## src/rtl/interrupt_acknowledge_master_8259a.sv

```systemverilog
`timescale 1ns/1ps
// CPU-side 8259A interrupt-acknowledge initiator: drives the INTA# pulse train and captures the vector/CALL bytes.
// Latency: trigger to vector_valid = N*INTA_LOW_CYCLES + (N-1)*INTA_GAP_CYCLES + 1 cycles (+2 with INT_SYNC_EN).
// Backpressure: the result is held in PRESENT until vector_ready; int_request is only looked at in IDLE.
// Optional macro INT_SYNC_EN: two-flop synchronizer on int_request.
module interrupt_acknowledge_master_8259a #(
  parameter int unsigned INTA_LOW_CYCLES = 2,
  parameter int unsigned INTA_GAP_CYCLES = 2
) (
  input  logic        clock,
  input  logic        reset,
  input  logic        int_request,
  input  logic        cpu_int_enable,
  input  logic        mode_8086,
  input  logic [7:0]  data_bus_in,
  output logic        interrupt_acknowledge_n,
  output logic        busy,
  output logic        vector_valid,
  input  logic        vector_ready,
  output logic [7:0]  vector_type,
  output logic [15:0] call_address,
  output logic        call_opcode_error
);

  typedef enum logic [1:0] {IDLE, PULSE_LOW, PULSE_GAP, PRESENT} state_t;

  localparam logic [7:0] LOW_LAST = 8'(INTA_LOW_CYCLES - 1);
  localparam logic [7:0] GAP_LAST = 8'(INTA_GAP_CYCLES - 1);
  localparam logic [7:0] CALL_OP  = 8'hCD;

  state_t      state_q;
  logic [7:0]  cnt_q;
  logic [1:0]  pulse_idx_q;
  logic        mode_q;
  logic [7:0]  byte0_q;
  logic [7:0]  byte1_q;
  logic        inta_n_q;
  logic        busy_q;
  logic        valid_q;
  logic [7:0]  vtype_q;
  logic [15:0] caddr_q;
  logic        cerr_q;
  logic        int_req_d;
  logic        last_pulse;

`ifdef INT_SYNC_EN
  logic [1:0] int_sync_q;

  // Two-flop synchronizer for an INT pin coming from another clock domain.
  always_ff @(posedge clock) begin
    if (reset) int_sync_q <= 2'b00;
    else       int_sync_q <= {int_sync_q[0], int_request};
  end

  assign int_req_d = int_sync_q[1];
`else
  assign int_req_d = int_request;
`endif

  // 8086 ends after pulse index 1, 8080/85 after pulse index 2.
  assign last_pulse = mode_q ? (pulse_idx_q == 2'd1) : (pulse_idx_q == 2'd2);

  // Acknowledge sequencer with registered INTA#, status and result outputs.
  always_ff @(posedge clock) begin
    if (reset) begin
      state_q     <= IDLE;
      cnt_q       <= 8'd0;
      pulse_idx_q <= 2'd0;
      mode_q      <= 1'b0;
      byte0_q     <= 8'h00;
      byte1_q     <= 8'h00;
      inta_n_q    <= 1'b1;
      busy_q      <= 1'b0;
      valid_q     <= 1'b0;
      vtype_q     <= 8'h00;
      caddr_q     <= 16'h0000;
      cerr_q      <= 1'b0;
    end else begin
      case (state_q)
        IDLE: begin
          if (int_req_d && cpu_int_enable) begin
            state_q     <= PULSE_LOW;
            mode_q      <= mode_8086;
            pulse_idx_q <= 2'd0;
            cnt_q       <= 8'd0;
            inta_n_q    <= 1'b0;
            busy_q      <= 1'b1;
          end
        end
        PULSE_LOW: begin
          if (cnt_q == LOW_LAST) begin
            cnt_q    <= 8'd0;
            inta_n_q <= 1'b1;
            case (pulse_idx_q)
              2'd0:    byte0_q <= data_bus_in;
              2'd1:    byte1_q <= data_bus_in;
              default: ;
            endcase
            if (last_pulse) begin
              state_q <= PRESENT;
              valid_q <= 1'b1;
              if (mode_q) begin
                // Pulse-1 byte is a dummy in 8086 mode; pulse 2 carries the vector.
                vtype_q <= data_bus_in;
                caddr_q <= 16'h0000;
                cerr_q  <= 1'b0;
              end else begin
                vtype_q <= byte0_q;
                caddr_q <= {data_bus_in, byte1_q};
                cerr_q  <= (byte0_q != CALL_OP);
              end
            end else begin
              state_q <= PULSE_GAP;
            end
          end else begin
            cnt_q <= cnt_q + 8'd1;
          end
        end
        PULSE_GAP: begin
          if (cnt_q == GAP_LAST) begin
            cnt_q       <= 8'd0;
            pulse_idx_q <= pulse_idx_q + 2'd1;
            inta_n_q    <= 1'b0;
            state_q     <= PULSE_LOW;
          end else begin
            cnt_q <= cnt_q + 8'd1;
          end
        end
        PRESENT: begin
          if (vector_ready) begin
            state_q <= IDLE;
            valid_q <= 1'b0;
            busy_q  <= 1'b0;
          end
        end
        default: state_q <= IDLE;
      endcase
    end
  end

  assign interrupt_acknowledge_n = inta_n_q;
  assign busy                    = busy_q;
  assign vector_valid            = valid_q;
  assign vector_type             = vtype_q;
  assign call_address            = caddr_q;
  assign call_opcode_error       = cerr_q;

endmodule

```

## config.mk

```make
export PLATFORM = sky130hd
export DESIGN_NAME = interrupt_acknowledge_master_8259a
export DESIGN_NICKNAME = d
export VERILOG_FILES = /design/src/rtl/interrupt_acknowledge_master_8259a.sv
export SDC_FILE = /design/constraint.sdc
export NUM_CORES = 1
export LEC_CHECK = 0
export BUFFER_PORTS_ARGS = -buffer_cell sky130_fd_sc_hd__buf_2
export CORE_MARGIN = 2
export CORE_UTILIZATION = 60
export DETAILED_ROUTE_END_ITERATION = 16
export HOLD_SLACK_MARGIN = 0.15
export PLACE_DENSITY = 0.84
export SYNTH_ARGS = -nofsm -noshare
export SYNTH_HDL_FRONTEND = slang
export SYNTH_SLANG_ARGS = --single-unit
```

## constraint.sdc

```tcl
create_clock -name clock -period 3.72 [get_ports clock]
set_clock_uncertainty 0.2 [all_clocks]
set_input_delay 0.372 -clock clock [delete_from_list [all_inputs] [get_ports clock]]
set_output_delay 0.372 -clock clock [all_outputs]
set_load 0.02 [all_outputs]
```

==> impl_metrics.yaml <==
global_routing:
  grt_pass1_wl_um: 9980
  grt_max_degree: 54
  overflow: 0
  grt.total_usage_pct: 25.6
  antenna_found_initial: 0
  grt_pass1_vias: 2188
timing:
  min_period_ps: 2350
  max_slew.worst_pin.slew_ps: 966
  drv_slew: 0
  setup_viol_count_final: 0
  fin_crit_sh_pct: 63.2
  fmax_ghz: 0.425
  slew_headroom_pct: 35.6
  finalWorstSetupSlack_ps: 1370
  final.setup.tns_ps: 0
  rsz0062_at_grt: "no"
  finalHoldViolCount: 0
  holdWs_ps: 151
route:
  vias: 2252
  routed_wl_um: 5950
  via_per_inst: 5.79
  antenna_left: 0
  wl_per_cell_um: 15.3
  drtPass1Iterations: 4
  drt-initial-drc-count: 216
  drc: 0
layout:
  final_area_um2: 3150
  drive_above_1_share_pct: 22.0
  diodes: 0
  syn2layout_area_growth_pct: 20.1
  finalNetCount: 355
  final_core_util_pct: 73.3
yosys:
  syn_avg_cell_area_um2: 9.23
  synthCells: 284
  yosysSeqAreaShare_pct: 43.5
  synth_edf_count: 0
  synth_flop_cell: "dfxtp_1"
  ys_types: 40
  syn_area_um2: 2620
  yosys_warnings: 0
  ys_seq_elements: 57
  syn-num-nets: 307
  async_flop_share_pct: 0
worst_setup_path:
  critPathCaptureType: "flop"
  critPathRequiredTime_ps: 3760
  critPathArrivalTime_ps: 2390
  reg2reg_from: "cnt_q[0]"
  crit_type: "reg2reg"
  path_max_fanout: 33
  rr_worst_depth: 6
  timing.critical_path.from: "cnt_q[0]"
  startpoint_type: "flop"
  rrSetupSlack_ps: 1370
  regToRegEndpoint: "vector_type[1]"
clocking:
  clk_latency_ps: 340
  clockBufferDepth: 2
  postCtsHoldBufs: 6
  post_cts_resized: 0
  cts_tree: "done"
  clock_sink_count: 57
  cts_buffers: 9
  cts_root_buf: "clkbuf_8"
  htree_levels: 3
  clkSlewWorstSetupHoldPaths_ps: 70
  cts_setup_buffers: 0
floorplan:
  fp.dieH_um: 70.1
  start_util_pct: 61.1
  die_x_um: 70.1
  die_area_um2: 4920
  rows: 24
  coreArea_um2: 4290
  io_pins: 42
pwr:
  leakagePower_nw: 1.29
  ir_drop_v: 0.000264
  internal_power_mw: 1.16
  switchingPower_uw: 383
  p_comb_share_pct: 11.8
  seq_power_share_pct: 41.5
  power_density_nw_per_um2: 490
  p_clk_share_pct: 46.7
  swShare_pct: 24.8
status:
  status: "complete, no violations"
worst_hold_path:
  hold_end: "call_address[10]"
  hp-start: "data_bus_in[2]"
  hold_class: "in2reg"
  hold_depth: 3
place:
  dp_slack_ps: 1400
  dpl-instance-area_um2: 2850
  routabilityCongestion: 0.810
  portBuffers: 41
  post-dp-hpwl_um: 3650
run:
  max-cap-violations: 0
==> area by class of cell <==
| class | count | area (um^2) |
|---|---|---|
| Clock buffer | 11 | 141 |
| Timing Repair Buffer | 51 | 295 |
| Inverter | 7 | 26.3 |
| Multi-Input combinational cell | 206 | 1380 |
| Fill cell | 310 | 1140 |
| Tap cell | 52 | 65.1 |
| Clock inverter | 5 | 103 |
| Sequential cell | 57 | 1140 |
==> through the flow <==
step	total power, mW	instances
4_1_cts	1.54	389
3_5_place_dp	0.825	367
5_1_grt	1.59	389
3_3_place_gp	0.821	367
6_report	1.54	389
2_1_floorplan	0.777	284
==> synthesized netlist by cell type, drive strengths merged (4+ instances only) <==
| library cell | instances | area [um^2] |
|---|---|---|
| ha | 9 | 113 |
| a31oi | 5 | 31.3 |
| o21ai | 8 | 40.0 |
| xnor2 | 5 | 43.8 |
| nand4 | 5 | 43.8 |
| a211oi | 11 | 108 |
| buf | 5 | 43.8 |
| dfxtp | 57 | 1140 |
| clkbuf | 9 | 33.8 |
| nand3 | 4 | 20.0 |
| a21oi | 29 | 145 |
| nand3b | 16 | 120 |
| nand2 | 25 | 93.8 |
| nor2 | 38 | 143 |
| mux2i | 26 | 260 |
| inv | 7 | 26.3 |
==> logic make-up (layout without fill, tap and decap cells) <==
family | count (synthesis) | after routing | synth area share, %
buffers and inverters | 21 | 74 | 3.96
and+or+nand+nor | 103 | 103 | 21.1
muxes | 27 | 27 | 10.4
AOI/OAI and AO/OA | 62 | 62 | 15.1
DFF | 57 | 57 | 43.5
xor gates and xnor gates | 5 | 5 | 1.67
adders and majority gates | 9 | 9 | 4.29
==> worst max-delay path, stage by stage (launching register included) <==
cell and delay [ps]:
dfxtp_1 420, ha_1 200, or4b_4 510, nor4_4 260, buf_4 370, nor2_1 70
a211oi_1 210
==> sequential cells by signal, indices dropped and copies added, names as in the netlist, 2 cells and up <==
signal / flops
call_address: 16
byte0_q: 8
byte1_q: 8
cnt_q: 8
vector_type: 8
pulse_idx_q: 2
state_q: 2
==> per-layer routing <==
layer | global-route usage, % | vias to the layer above | part of all wire, %
li1 | - | 1105 | -
met1 | 33.7 | 1060 | 44
met2 | 39.8 | 70 | 48
met3 | 4.33 | 17 | 4.5
met4 | 14.7 | 0 | 3.0
met5 | 0 | - | 0
==> power groups by stage <==
stage | logic, mW | clock network (mW) | registers (mW)
finish | 0.182 | 0.720 | 0.640
global route | 0.200 | 0.748 | 0.643
CTS | 0.181 | 0.720 | 0.640
detailed placement | 0.172 | 0 | 0.653
global placement | 0.169 | 0 | 0.652
floorplan | 0.121 | 0 | 0.656
==> cells in the final DEF, fill, tap and decap left out, types with 4 or more instances in the layout <==
cell type and n:
buf_2 41, o21ai_0 8, a21oi_1 29, mux2i_1 26, xnor2_1 5, nand2_1 25, ha_1 9, dlygate4sd3_1 6
nor2_1 38, a211oi_2 5, buf_4 4, nand3b_1 16, dfxtp_1 57, a211oi_1 6, inv_1 7, clkbuf_8 10
a31oi_1 5, nand3_1 4
==> how the worst max path moves through the flow <==
stage                   endpoint  slack [ps]  cells after the start
6_report          vector_type[1]        1370                      6
2_1_floorplan     vector_type[2]        1590                      6
3_3_place_gp     call_address[8]        1490                      6
4_1_cts           vector_type[1]        1370                      6
3_5_place_dp   call_opcode_error        1400                      6
5_1_grt          call_address[0]        1160                      6
Note: power is estimated with default switching activity, not from simulation.
